$ cat config.mk
export PLATFORM = sky130hd
export DESIGN_NAME = prog_cycle_counter
export DESIGN_NICKNAME = d
export VERILOG_FILES = /design/src/rtl/prog_cycle_counter.sv
export SDC_FILE = /design/constraint.sdc
export NUM_CORES = 1
export LEC_CHECK = 0
export CAP_MARGIN = 20
export CORE_UTILIZATION = 45
export CTS_CLUSTER_SIZE = 10
export DETAILED_ROUTE_END_ITERATION = 10
export MAX_ROUTING_LAYER = met4
export PLACE_DENSITY = 0.84
export SKIP_CTS_REPAIR_TIMING = 1
export SKIP_LAST_GASP = 1
export SYNTH_ARGS = -nofsm -noshare
export SYNTH_HDL_FRONTEND = slang
export SYNTH_SLANG_ARGS = --single-unit
$ cat constraint.sdc
create_clock -name clk -period 4.3 [get_ports clk]
set_input_delay 0.43 -clock clk [delete_from_list [all_inputs] [get_ports clk]]
set_output_delay 0.43 -clock clk [all_outputs]
set_load 0.03 [all_outputs]
$ cat src/rtl/prog_cycle_counter.sv
`default_nettype none
// ==========================================================================
// prog_cycle_counter - CH independent one-shot/auto-reload cycle counters
// Rev 1.0
// ==========================================================================
module prog_cycle_counter #(
    parameter int W  = 4,
    parameter int CH = 1
) (
    input  logic            clk,
    input  logic            rst,
    input  logic [CH-1:0]   start,
    input  logic [CH-1:0]   abort,
    input  logic [CH-1:0]   hold,
    input  logic [CH-1:0]   reload,
    input  logic [CH*W-1:0] term,
    output logic [CH*W-1:0] count,
    output logic [CH-1:0]   busy,
    output logic [CH-1:0]   done,
    output logic [CH-1:0]   tick
);

    typedef enum logic [1:0] {
        S_IDLE = 2'd0,
        S_RUN  = 2'd1,
        S_DONE = 2'd2
    } state_t;

    for (genvar i = 0; i < CH; i++) begin : g_ch
        state_t         r_state;
        logic [W-1:0]   r_count;
        logic [W-1:0]   r_term;
        logic           r_mode;
        logic           r_busy;
        logic           r_done;
        logic           r_tick;

        always_ff @(posedge clk or negedge rst) begin
            if (!rst) begin
                r_state <= S_IDLE;
                r_count <= '0;
                r_term  <= '0;
                r_mode  <= 1'b0;
                r_busy  <= 1'b0;
                r_done  <= 1'b0;
                r_tick  <= 1'b0;
            end else if (abort[i]) begin
                r_state <= S_IDLE;
                r_count <= '0;
                r_busy  <= 1'b0;
                r_done  <= 1'b0;
                r_tick  <= 1'b0;
            end else if (start[i]) begin
                // Restart wins over a coincident terminal event.
                r_state <= S_RUN;
                r_count <= '0;
                r_term  <= term[i*W +: W];
                r_mode  <= reload[i];
                r_busy  <= 1'b1;
                r_done  <= 1'b0;
                r_tick  <= 1'b0;
            end else begin
                r_tick <= 1'b0;
                case (r_state)
                    S_RUN: begin
                        if (!hold[i]) begin
                            if (r_count != r_term) begin
                                r_count <= r_count + W'(1);
                            end else begin
                                r_tick <= 1'b1;
                                if (r_mode) begin
                                    r_count <= '0;
                                end else begin
                                    r_state <= S_DONE;
                                    r_busy  <= 1'b0;
                                    r_done  <= 1'b1;
                                end
                            end
                        end
                    end
                    default: ;
                endcase
            end
        end

        assign count[i*W +: W] = r_count;
        assign busy[i]         = r_busy;
        assign done[i]         = r_done;
        assign tick[i]         = r_tick;
    end

endmodule
`default_nettype wire
==> results.ini <==
[outcome]
status = completed

[job]
max_cap_viol_count = 0

[synth]
ys_ff_latch = 12
ys.flop_type = dfrtp_1
avgSynthCellArea_um2 = 10.95
yosysTopAreaCell = dfrtp_1
synthArstFlopShare_pct = 100.0
muxShareOfSynthArea_pct = 6.857
synth-compound-area-share_pct = 10.48
synth_area_leaders = dfrtp_1 (46%), xnor2_2 (9.9%), mux2_2 (6.9%)
syn_nets = 71
synth_area_um2 = 656.9
yosysWarnings = 0
synth_xor_area_share_pct = 9.905
synth_fa_ha_area_share_pct = 1.905
synth.most_common_cell = dfrtp_1
synthCells = 60
synth_commonest_cells = dfrtp_1 (12), nand2_1 (5), mux2_2 (4), nand3_1 (4), xnor2_2 (4)
synth_edf_count = 0
seq_area_frac_synth_pct = 45.71
synth_top_family_by_area = simple AND/OR/NAND/NOR gates
yosysUniqueCellTypes = 27
yosys.area_share.simple_pct = 21.14
synth.top_cell.area_share_pct = 45.71

[die]
initial_core_util_pct = 49.25
row_count = 13
die_h_um = 40.21
die_width_um = 40.21
dieArea_mm2 = 0.001616
core_mm2 = 0.001334
ios = 17

[route]
vias_per_cell = 5.484
wl_mm = 1.143
drtAntennaViolNets = 0
drt-initial-drc-count = 10
routed-wl-met3_um = 41
vias = 499
wl_met2_um = 535
maxUsedRoutingLayer = met4
drt-wirelength-per-cell_um = 12.56
drc = 0
dr.pass1.iters = 4
wl_met1_um = 539

[final_layout]
final_nets = 89
diodes = 0
utilization_pct = 62.95
drive_gt1_share_pct = 18.42
syn2layout_area_growth_pct = 27.81

[setup_path]
worstPathRequired_ns = 3.87
critical-path-max-stage-delay_ns = 0.72
critPathKind = flip-flop to primary output
critPathTopFamily = buffers and inverters
path_cells = clkdlybuf4s50_1
critPathCaptureType = primary output
crit_buf_inv = 1
crit_path_max_fanout = 7
critical_path_arrival_ns = 1.47
cp-start-kind = flip-flop
cpMaxStageDelayCell = clkdlybuf4s50_1

[sta]
setup_viol = 0
finClkSkew_ns = 0.002502
fmax_mhz = 525.1
hold_viol = 0
period_share_pct = 44.29
final.setup.tns_ns = 0
worst_pin_slew_ns = 0.5489
relSlewSlack_pct = 63.29
min_period_ns = 1.905
slew_viol_final = 0
rsz0062_at_grt = no

[clock_network]
max-clock-path-buffers = 2
path_clk_slew_ns = 0.07
cts_inserted_buffers = 3
htreeDepth = 1
cts-root-buf = clkbuf_4
clock-sinks = 12
cts_tree = yes
clk_latency_ns = 0.27

[global_route]
grt_pass1_vias = 468
overflow = 0
antenna_found_initial = 0
grt_first_pass_wirelength_mm = 1.952
grt_util_all_layers_pct = 19.95
grt_max_degree = 13

[placement]
io_buffer_count = 16
dpl.hpwl_um = 875.5
gp_congestion = 0.7417

[power]
vdd_drop_max_v = 0.0001469
leakage_nw = 0.3253
power.density_mw_per_mm2 = 288.1

[min_path]
hp-class = input pin to asynchronous set/reset pin

==> kinds of logic after synthesis <==
group / Yosys count
and+or+nand+nor: 24
DFF: 12
AOI/OAI and AO/OA: 10
buffers and inverters: 5
xor gates and xnor gates: 4
muxes: 4
adders and majority gates: 1
==> worst paths after layout <==
path | start | endpoint | slack (ns) | cells past startpoint
setup reg to reg | count[2]$_DFFE_PN0P_ | done$_DFFE_PN0P_ | 2.72 | 4
hold / removal | rst | tick$_DFF_PN0_ | 0.51 | 1
hold reg to reg | g_ch[0].r_state[0]$_DFFE_PN0P_ | g_ch[0].r_state[0]$_DFFE_PN0P_ | 0.56 | 2
min in group clk | g_ch[0].r_state[0]$_DFFE_PN0P_ | g_ch[0].r_state[0]$_DFFE_PN0P_ | 0.56 | 2
max in group asynchronous | rst | count[0]$_DFFE_PN0P_ | 3.42 | 1
setup / recovery | count[2]$_DFFE_PN0P_ | count[2] | 2.40 | 1
==> metrics by stage <==
step / worst slack [ns] / hold slack, ns / instance area, um^2 / total power [mW] / std cells
after CTS: 2.385 / 0.5255 / 839.6 / 0.2466 / 91
final: 2.395 / 0.5133 / 839.6 / 0.2419 / 91
after global placement: 2.422 / 0.5169 / 817.0 / 0.1760 / 88
after global routing: 2.329 / 0.5550 / 839.6 / 0.2562 / 91
after floorplan: 2.767 / 0.1344 / 656.9 / 0.1609 / 60
after detailed placement: 2.341 / 0.5556 / 817.0 / 0.1774 / 88
==> routing by layer <==
metal / vias up / GRT usage (%)
met5: - / -
met2: 14 / 31.85
li1: 250 / -
met3: 5 / 5.000
met1: 230 / 22.18
met4: 0 / 12.50
==> cell type report <==
class                      instances  area [um^2]
fill                             114        494.2
sequential                        12        300.3
clock buffer                       3        22.52
tap                               15        18.77
timing repair buffer              16        160.2
inverter                           2        7.507
multi-input combinational         43        330.3
==> placed cells by master, fill, tap and decap left out <==
master           instances
or2_2                    1
o21ai_0                  3
nor4_1                   1
nand3_1                  4
nor3b_1                  1
or3_1                    1
clkdlybuf4s50_1         16
or3b_1                   1
a21oi_1                  2
clkbuf_4                 3
dfrtp_1                 12
ha_1                     1
nor2b_1                  2
nor3_1                   3
and2_1                   1
mux2_2                   4
a32oi_1                  1
inv_1                    2
xnor2_2                  4
and4_1                   1
nand4_2                  1
nor2_1                   1
a31oi_1                  3
nand2_1                  5
a41oi_2                  1
nand2b_1                 1
==> flip-flops by register name, summed over array words and instances, names as in the netlist <==
name	cells
g_ch.r_state	1
g_ch.r_mode	1
tick	1
g_ch.r_term	4
count	4
done	1
==> report_power, final <==
group          internal [mW]  total [mW]  switching (mW)
Combinational         0.0250      0.0470          0.0220
Clock                 0.0324      0.0667          0.0343
Sequential             0.121       0.128         0.00744
Total                  0.178       0.242          0.0637
Power figures use the tool's default switching activity.
